`config.mk`:
```
export PLATFORM = sky130hd
export DESIGN_NAME = execute_md
export DESIGN_NICKNAME = d
export VERILOG_FILES = /design/src/rtl/execute_md_pkg.sv /design/src/rtl/execute_md_div_step.sv /design/src/rtl/execute_md.sv
export SDC_FILE = /design/constraint.sdc
export NUM_CORES = 1
export LEC_CHECK = 0
export ABC_CLOCK_PERIOD_IN_PS = 5250
export BUFFER_PORTS_ARGS = -buffer_cell sky130_fd_sc_hd__buf_2
export CORE_ASPECT_RATIO = 1.5
export CORE_MARGIN = 2
export CORE_UTILIZATION = 50
export CTS_CLUSTER_SIZE = 16
export DETAILED_ROUTE_END_ITERATION = 7
export MAX_ROUTING_LAYER = met4
export PLACE_DENSITY = 0.69
export SETUP_SLACK_MARGIN = 0.1
export SLEW_MARGIN = 20
export SYNTH_ARGS = -nofsm -noshare
export SYNTH_HDL_FRONTEND = slang
export SYNTH_SLANG_ARGS = --single-unit
```
`constraint.sdc`:
```
create_clock -name clk -period 5.25 [get_ports clk]
set_clock_uncertainty 0.2 [all_clocks]
set_input_delay 0.525 -clock clk [delete_from_list [all_inputs] [get_ports clk]]
set_output_delay 0.525 -clock clk [all_outputs]
set_load 0.03 [all_outputs]
```
`src/rtl/execute_md_pkg.sv`:
```
// Shared constants for the RV32M multiply/divide execute unit:
// operation and state encodings plus small operand-decode helpers.
package execute_md_pkg;

  // funct3 encoding of the RV32M operations
  typedef enum logic [2:0] {
    OP_MUL    = 3'b000,
    OP_MULH   = 3'b001,
    OP_MULHSU = 3'b010,
    OP_MULHU  = 3'b011,
    OP_DIV    = 3'b100,
    OP_DIVU   = 3'b101,
    OP_REM    = 3'b110,
    OP_REMU   = 3'b111
  } md_op_e;

  // Control states of the iterative unit
  typedef enum logic [1:0] {
    ST_IDLE = 2'd0,
    ST_MUL  = 2'd1,
    ST_DIV  = 2'd2,
    ST_DONE = 2'd3
  } md_state_e;

  // Multiply family occupies the lower half of the funct3 space
  function automatic logic isMulOp(input md_op_e op);
    return (op inside {OP_MUL, OP_MULH, OP_MULHSU, OP_MULHU});
  endfunction

  // rs1 is interpreted as two's complement for these operations.
  // MUL is treated as signed: its low product bits are identical either way.
  function automatic logic rs1Signed(input md_op_e op);
    return (op inside {OP_MUL, OP_MULH, OP_MULHSU, OP_DIV, OP_REM});
  endfunction

  // rs2 is interpreted as two's complement for these operations
  function automatic logic rs2Signed(input md_op_e op);
    return (op inside {OP_MUL, OP_MULH, OP_DIV, OP_REM});
  endfunction

  // Remainders follow the dividend sign instead of the quotient sign
  function automatic logic isRemOp(input md_op_e op);
    return (op inside {OP_REM, OP_REMU});
  endfunction

endpackage

```
`src/rtl/execute_md_div_step.sv`:
```
// One restoring-division step: shift the next dividend bit into the
// partial remainder, subtract the divisor if it fits, and record the
// quotient bit. Purely combinational, DWIDTH-generic.
module md_div_step #(
  parameter int DWIDTH = 32
) (
  input  logic [DWIDTH-1:0] rem_i,
  input  logic [DWIDTH-1:0] quo_i,
  input  logic [DWIDTH-1:0] divisor_i,
  output logic [DWIDTH-1:0] rem_o,
  output logic [DWIDTH-1:0] quo_o
);

  logic [DWIDTH:0] shifted;
  logic [DWIDTH:0] trial;

  // The partial remainder is always below the divisor, so the shifted value
  // is below twice the divisor and the top bit of the trial difference is a
  // reliable borrow flag.
  always_comb begin
    shifted = {rem_i, quo_i[DWIDTH-1]};
    trial   = shifted - {1'b0, divisor_i};
    if (!trial[DWIDTH]) begin
      rem_o = trial[DWIDTH-1:0];
      quo_o = {quo_i[DWIDTH-2:0], 1'b1};
    end else begin
      rem_o = shifted[DWIDTH-1:0];
      quo_o = {quo_i[DWIDTH-2:0], 1'b0};
    end
  end

endmodule

```
`src/rtl/execute_md.sv`:
```
// RV32M multiply/divide execute unit. Operands are reduced to magnitudes on
// acceptance, a shared hi/lo accumulator runs shift-add multiplication or
// restoring division one bit per cycle, and the sign is re-applied when the
// result is presented in DONE. Division by zero and signed overflow skip the
// iteration entirely.
module execute_md
  import execute_md_pkg::*;
#(
  parameter int DWIDTH   = 32,
  parameter int FAST_MUL = 0
) (
  input  logic              clk,
  input  logic              reset_n,
  input  logic              valid_i,
  output logic              ready_o,
  input  logic [2:0]        funct3_i,
  input  logic [DWIDTH-1:0] rs1_i,
  input  logic [DWIDTH-1:0] rs2_i,
  input  logic              flush_i,
  output logic              valid_o,
  input  logic              ready_i,
  output logic [DWIDTH-1:0] res_o,
  output logic              divzero_o
);

  localparam int CW = $clog2(DWIDTH + 1);

  md_state_e         state_q, state_d;
  md_op_e            op_q, op_d;
  logic [CW-1:0]     cnt_q, cnt_d;
  logic [DWIDTH-1:0] hi_q, hi_d;
  logic [DWIDTH-1:0] lo_q, lo_d;
  logic [DWIDTH-1:0] opB_q, opB_d;
  logic              neg_q, neg_d;
  logic              divzero_q, divzero_d;

  md_op_e              opIn;
  logic                signA, signB;
  logic [DWIDTH-1:0]   absA, absB;
  logic                divByZero, divOverflow, mulIn, negIn, accept;
  logic [2*DWIDTH-1:0] fastProd;
  logic [DWIDTH:0]     mulSum;
  logic [DWIDTH-1:0]   divRem, divQuo;
  logic [2*DWIDTH-1:0] prodSigned;
  logic [DWIDTH-1:0]   quoSigned, remSigned, resSel;

  md_div_step #(.DWIDTH(DWIDTH)) u_div_step (
    .rem_i     (hi_q),
    .quo_i     (lo_q),
    .divisor_i (opB_q),
    .rem_o     (divRem),
    .quo_o     (divQuo)
  );

  // Decode the incoming request: magnitudes, result sign and the
  // special division cases that bypass iteration.
  always_comb begin
    opIn        = md_op_e'(funct3_i);
    signA       = rs1Signed(opIn) && rs1_i[DWIDTH-1];
    signB       = rs2Signed(opIn) && rs2_i[DWIDTH-1];
    absA        = signA ? -rs1_i : rs1_i;
    absB        = signB ? -rs2_i : rs2_i;
    mulIn       = isMulOp(opIn);
    negIn       = isRemOp(opIn) ? signA : (signA ^ signB);
    divByZero   = (rs2_i == '0);
    divOverflow = (opIn inside {OP_DIV, OP_REM}) &&
                  (rs1_i == {1'b1, {(DWIDTH-1){1'b0}}}) &&
                  (rs2_i == {DWIDTH{1'b1}});
    fastProd    = {{DWIDTH{1'b0}}, absA} * {{DWIDTH{1'b0}}, absB};
    accept      = valid_i && (state_q == ST_IDLE);
  end

  // Control FSM: next state and handshake outputs; flush wins over
  // both acceptance and retirement.
  always_comb begin
    state_d = state_q;
    ready_o = 1'b0;
    valid_o = 1'b0;
    case (state_q)
      ST_IDLE: begin
        ready_o = 1'b1;
        if (valid_i) begin
          if (mulIn) begin
            state_d = (FAST_MUL != 0) ? ST_DONE : ST_MUL;
          end else if (divByZero || divOverflow) begin
            state_d = ST_DONE;
          end else begin
            state_d = ST_DIV;
          end
        end
      end
      ST_MUL, ST_DIV: begin
        if (cnt_q == CW'(1)) begin
          state_d = ST_DONE;
        end
      end
      ST_DONE: begin
        valid_o = 1'b1;
        if (ready_i) begin
          state_d = ST_IDLE;
        end
      end
      default: state_d = ST_IDLE;
    endcase
    if (flush_i) begin
      state_d = ST_IDLE;
    end
  end

  // Datapath next-state: operand load on acceptance, then one shift-add or
  // restoring-subtract step per cycle on the shared hi/lo accumulator.
  always_comb begin
    op_d      = op_q;
    cnt_d     = cnt_q;
    hi_d      = hi_q;
    lo_d      = lo_q;
    opB_d     = opB_q;
    neg_d     = neg_q;
    divzero_d = divzero_q;
    mulSum    = {1'b0, hi_q} + {1'b0, (lo_q[0] ? opB_q : {DWIDTH{1'b0}})};
    if (accept) begin
      op_d      = opIn;
      cnt_d     = CW'(DWIDTH);
      opB_d     = absB;
      neg_d     = negIn;
      divzero_d = 1'b0;
      hi_d      = '0;
      lo_d      = absA;
      if (mulIn) begin
        if (FAST_MUL != 0) begin
          hi_d = fastProd[2*DWIDTH-1:DWIDTH];
          lo_d = fastProd[DWIDTH-1:0];
        end
      end else if (divByZero) begin
        divzero_d = 1'b1;
        neg_d     = 1'b0;
        hi_d      = rs1_i;
        lo_d      = {DWIDTH{1'b1}};
      end else if (divOverflow) begin
        neg_d = 1'b0;
        hi_d  = '0;
        lo_d  = rs1_i;
      end
    end else if (state_q == ST_MUL) begin
      cnt_d = cnt_q - CW'(1);
      hi_d  = mulSum[DWIDTH:1];
      lo_d  = {mulSum[0], lo_q[DWIDTH-1:1]};
    end else if (state_q == ST_DIV) begin
      cnt_d = cnt_q - CW'(1);
      hi_d  = divRem;
      lo_d  = divQuo;
    end
  end

  // Result selection: re-apply the sign to the magnitude result and expose
  // it only while the unit sits in DONE.
  always_comb begin
    prodSigned = neg_q ? -{hi_q, lo_q} : {hi_q, lo_q};
    quoSigned  = neg_q ? -lo_q : lo_q;
    remSigned  = neg_q ? -hi_q : hi_q;
    case (op_q)
      OP_MUL:                       resSel = prodSigned[DWIDTH-1:0];
      OP_MULH, OP_MULHSU, OP_MULHU: resSel = prodSigned[2*DWIDTH-1:DWIDTH];
      OP_DIV, OP_DIVU:              resSel = quoSigned;
      default:                      resSel = remSigned;
    endcase
    res_o     = (state_q == ST_DONE) ? resSel : '0;
    divzero_o = (state_q == ST_DONE) && divzero_q;
  end

  // State register with synchronous active-low reset
  always_ff @(posedge clk) begin
    if (!reset_n) begin
      state_q <= ST_IDLE;
    end else begin
      state_q <= state_d;
    end
  end

  // Datapath registers; reset clears the counter and every operand/result bit
  always_ff @(posedge clk) begin
    if (!reset_n) begin
      op_q      <= OP_MUL;
      cnt_q     <= '0;
      hi_q      <= '0;
      lo_q      <= '0;
      opB_q     <= '0;
      neg_q     <= 1'b0;
      divzero_q <= 1'b0;
    end else begin
      op_q      <= op_d;
      cnt_q     <= cnt_d;
      hi_q      <= hi_d;
      lo_q      <= lo_d;
      opB_q     <= opB_d;
      neg_q     <= neg_d;
      divzero_q <= divzero_d;
    end
  end

endmodule

```
* After elaboration in Yosys (flattened, before gate mapping)
Index checks and enable logic that the tools add are counted.
** Storage, ports and cells
- Word-level logic and storage cells :: 101
- Output and inout bits :: 35
- Input bits :: 72
- Bits in registers :: 109
** Operators by class
- Bitwise gates (word level) :: 2
- Add/sub/neg operators :: 8
- Reductions and logical operators :: 24
- Mux-type cells :: 38
- Equal/unequal tests :: 20
** Operators with widths (count)
- 32-bit 2-to-1 mux :: 18
- 32-bit negation :: 4
- 32-bit one-hot mux with 3 select lines :: 1
- 32-bit == test (second input constant) :: 2
- 64-bit 2-to-1 mux :: 1
- 64-bit negation :: 1
- 32-bit by 32-bit adder with 33-bit output :: 1
- 33-bit by 32-bit subtractor with 33-bit output :: 1
- 32-bit zero test :: 1
- 6-bit 2-to-1 mux :: 3
- 3-bit == test (second input constant) :: 5
- 3-bit by 2-bit == test with 1-bit output (second input constant) :: 4
- 1-bit 2-to-1 mux :: 10
- 2-bit 2-to-1 mux :: 4
- 4-bit nonzero test :: 2
- 2-bit OR reduction :: 4
- 3-bit by 1-bit == test with 1-bit output (second input constant) :: 2
- 6-bit by 1-bit == test with 1-bit output (second input constant) :: 1
- 1-bit logical AND :: 6
- 3-bit zero test :: 2
- 2-bit != test (second input constant) :: 3
- 2-bit one-hot mux with 3 select lines :: 1
- 2-bit nonzero test :: 3
- 6-bit by 1-bit subtractor with 6-bit output (second input constant) :: 1
- 10 further kinds :: 11

* Longest topological paths before layout
- Depth after elaboration :: 9
- Depth in mapped cells :: 14
- Gate-level depth less buffers :: 12

* Hierarchy
A second synthesis with hierarchy kept.
** Unflattened totals
- Cells, all modules :: 1880
- Area, all modules :: 13638.1 um^2
** Modules (own cells, without submodules)
- execute_md :: area each 11046.8 um^2, cells an instance 1544, seq. area each 2182.1 um^2, instances 1
- md_div_step :: area each 2591.2 um^2, cells an instance 336, seq. area each 0.0 um^2, instances 1

* Worst setup path after synthesis
No wires, ideal clock.
- Path kind :: flip-flop to output port
- Start point :: register lo_q[11]
- End point :: output port res_o[30]
- Stages on the path, launching flop included :: 11
- Data required time :: 4.525 ns
- Buffers on the path :: 1
- Slack :: 0.516 ns
- Arrival time :: 4.009 ns
- Cells stage by stage :: dfxtp_1 > buf_6 > or4_4 > or4_4 > nor4_1 > nand4_1 > o21ai_0 > nand2_1 > nand3_1 > o21ai_0 > a2111oi_0
** On the way
- Word-level cells in the longest chain between the ends :: 4
- Elaborated cells on any way between the ends :: 6
- Those cells by class :: add/sub: 2; mux: 4
** RTL lines
- start: declaration :: RTL line execute_md.sv:32 : logic [DWIDTH-1:0] lo_q, lo_d;
- start signal: assignment :: RTL line execute_md.sv:194 : lo_q <= lo_d;
- 64-bit negation / 32-bit negation (equally long branches) :: RTL line execute_md.sv:158, execute_md.sv:159
- 64-bit 2-to-1 mux / 32-bit 2-to-1 mux (equally long branches) :: RTL line execute_md.sv:158, execute_md.sv:159
- 32-bit one-hot mux with 3 select lines * :: RTL line execute_md.sv:161 : case (op_q)
- 32-bit 2-to-1 mux * :: RTL line execute_md.sv:167 : res_o = (state_q == ST_DONE) ? resSel : '0;
- end: declaration :: RTL line execute_md.sv:22 : output logic [DWIDTH-1:0] res_o,
Every way passes the cells marked *; elsewhere a longest branch is shown, timed or not.

* Final worst setup path
Ends and elaborated chain as after synthesis.

==> impl_metrics.ini <==
[critical_path]
cp.required_ps = 4530
crit_family = simple AND/OR/NAND/NOR gates
critPathBufInv = 1
crit_chain = or4_4 > or4_4 > nor4_1 > nand4_1 > o21ai_0 > nand2_1 > nand3_1 > o21ai_0 > a2111oi_1 > buf_2
crit_path_top_delay_cell = or4_4
critPathLaunchType = flop
critical_path_class = flop to primary output
arrival_ps = 4230
crit_path_end_kind = primary output
max_stage_delay_ps = 580
critical_path.max_fanout = 8

[die]
io_pins = 107
initial_utilization_pct = 51.1
core-area_um2 = 25900
die_w_um = 137
die_h_um = 203
dieArea_um2 = 27700
placement_rows = 72

[logic_synthesis]
synth_top_area_share_pct = 16.5
synth_ff_type = dfxtp_1
seq_area_frac_synth_pct = 16.5
yosys-top-cells-area = dfxtp_1 (17%), ha_1 (7.2%), xnor2_1 (7.1%), a21oi_1 (7.0%), nor2_1 (5.7%)
synth_edf_count = 0
syn-cell-area_um2 = 13200
async_flop_share_pct = 0
syn-num-nets = 2030
yosys_warnings = 0
avgSynthCellArea_um2 = 7.02
ys_types = 77
synth_cells = 1880
synth-seq-cells = 109
synth.largest_area_cell = dfxtp_1

[layout]
drive_gt1_share_pct = 11.8
layout.nets = 2034
syn_to_final_growth_pct = 7.69
diodes = 0
post-route-cell-area_um2 = 14200

[drt]
drtIter0Drc = 1197
drtPass1Iterations = 6
wl_per_cell_um = 25.2
vias = 14757
route.detailed.drc = 0
avgViaCountPerCell = 6.64
ant_nets = 0
totalWireLength_um = 55900

[sta]
tns_ps = 0
setup_violations = 0
rsz0062_at_grt = no
worst_pin_slew_ps = 1090
hold_violations = 0
fin_crit_ps = 4950
slew_headroom_pct = 27.3
finalCritPeriodShare_pct = 94.3
slew_violations = 0
fmax_ghz = 0.202
timing.final.ws_setup_ps = 297

[power]
p_sw_mw = 2.15
p_total_mw = 4.44
p_leak_nw = 5.61
p_int_mw = 2.29
powerDensity_nw_per_um2 = 312
max-vdd-ir-drop_mv = 0.215
p_seq_share_pct = 25.5
swShare_pct = 48.5
clockPowerShare_pct = 17.7
p_comb_share_pct = 56.8

[cts]
htree_levels = 3
clk_path_buf_depth = 2
clk_latency_ps = 390
clkSlewWorstSetupHoldPaths_ps = 90
postCtsSetupBuffers = 0
cts_tree = built
clock_sinks = 109
cts_buffers = 9
clockRootBuffer = clkbuf_16

[global_route]
grt_max_degree = 60
grt_pass1_wl_um = 83000
grt_pass1_vias = 13873
grt_util_all_layers_pct = 41.0
grt_antenna_before_repair = 0
gr-total-overflow = 0

[run_status]
status = completed

[placed_design]
place_area_um2 = 13900
post-dp-hpwl_um = 43300
post-place-ws_ps = 758
gp_congestion = 1.07
io_buffer_count = 106

[worst_hold_path]
hold_path.class = input port to flop

[run]
max_cap_violations = 0
==> power groups by stage <==
stage               combinational [mW]  clock [mW]  sequential (mW)
finish                            2.52       0.784             1.13
global route                      2.72       0.813             1.15
detailed placement                2.45           0             1.15
global placement                  2.43           0             1.14
CTS                               2.46       0.790             1.13
floorplan                         1.80           0             1.03
==> synth_stat cells, types with 21 or more instances <==
| cell | n |
|---|---|
| a211oi_1 | 42 |
| a21o_1 | 27 |
| a21oi_1 | 184 |
| a31oi_1 | 26 |
| clkbuf_1 | 135 |
| dfxtp_1 | 109 |
| ha_1 | 76 |
| inv_1 | 71 |
| mux2i_1 | 25 |
| nand2_1 | 163 |
| nand3_1 | 28 |
| nand4_1 | 21 |
| nor2_1 | 200 |
| nor3_1 | 28 |
| o21ai_0 | 133 |
| o221ai_1 | 41 |
| o31ai_1 | 29 |
| or2_2 | 23 |
| or3_1 | 27 |
| xnor2_1 | 107 |
| xor2_1 | 73 |
==> kinds of logic (layout without fill, tap and decap cells) <==
kind of cell / after synthesis / in the layout / share of synthesized area (%)
xor gates and xnor gates: 180 / 180 / 11.9
adders and majority gates: 78 / 78 / 7.51
and+or+nand+nor: 597 / 597 / 21.6
muxes: 42 / 42 / 3.35
DFF: 109 / 109 / 16.5
buffers and inverters: 219 / 228 / 6.44
AOI/OAI and AO/OA: 655 / 655 / 32.7
==> per-stage QoR <==
stage	util [%]	cells	hold slack, ps
2_1_floorplan	-	1880	232
3_3_place_gp	53.7	2206	242
3_5_place_dp	53.7	2206	251
4_1_cts	55.0	2222	205
5_1_grt	55.0	2222	226
6_report	55.0	2222	211
==> registers in the layout (all words and copies together) (netlist names) <==
signal and cells:
op_q 3, cnt_q 6, state_q 2, opB_q 32, hi_q 32, lo_q 32
divzero_q 1, neg_q 1
==> placed cells by master (no fill, tap or decap), types with 18 or more instances in the layout <==
cell type  instances
or4_1             19
nor2_1           198
buf_2            106
o21ai_0          133
nand3_1           28
a221oi_1          18
a211oi_1          42
xor2_1            73
nand2_1          163
nand4_1           21
buf_4             32
o211ai_1          19
nand2b_1          20
mux2i_1           25
a31oi_1           26
or2_2             23
xnor2_1          106
o221ai_1          41
or3_1             27
o31ai_1           29
a21oi_1          184
a21o_1            27
dfxtp_1          108
ha_1              74
nor3_1            27
inv_1             70
==> repair_timing <==
item	CTS	global route
hold buffers	0	0
gates resized for setup	0	1
endpoints found under the setup margin	0	1
==> layer usage <==
metal | up-vias | global-route usage, % | share of wire, %
li1 | 6926 | - | -
met1 | 6999 | 43.7 | 36
met2 | 651 | 67.4 | 48
met3 | 181 | 6.54 | 6.7
met4 | 0 | 30.5 | 8.7
met5 | - | - | 0
==> area by class of cell <==
class,count,area [um^2]
multi-input cells,1552,10200
clock inverters,7,108
flip-flops and latches,109,2180
clock buffers,9,225
well taps,333,417
inverters,72,270
fillers,2665,11600
repair buffers,140,811
==> worst min-delay path, stage by stage <==
cell and delay, ps:
buf_2 70, nand2b_1 120, a21oi_1 50
==> final timing paths <==
path	start	end	slack [ps]	depth (start not counted)
worst max-delay path	lo_q[11]$_SDFFE_PN0P_	res_o[30]	300	10
worst min-delay path	flush_i	state_q[0]$_SDFFE_PP0P_	210	3
worst max register to register	lo_q[0]$_SDFFE_PN0P_	hi_q[29]$_SDFFE_PN0P_	1040	13
worst min register to register	opB_q[31]$_SDFFE_PN0P_	opB_q[31]$_SDFFE_PN0P_	270	2
No activity file was read; power rests on OpenSTA's default activity.
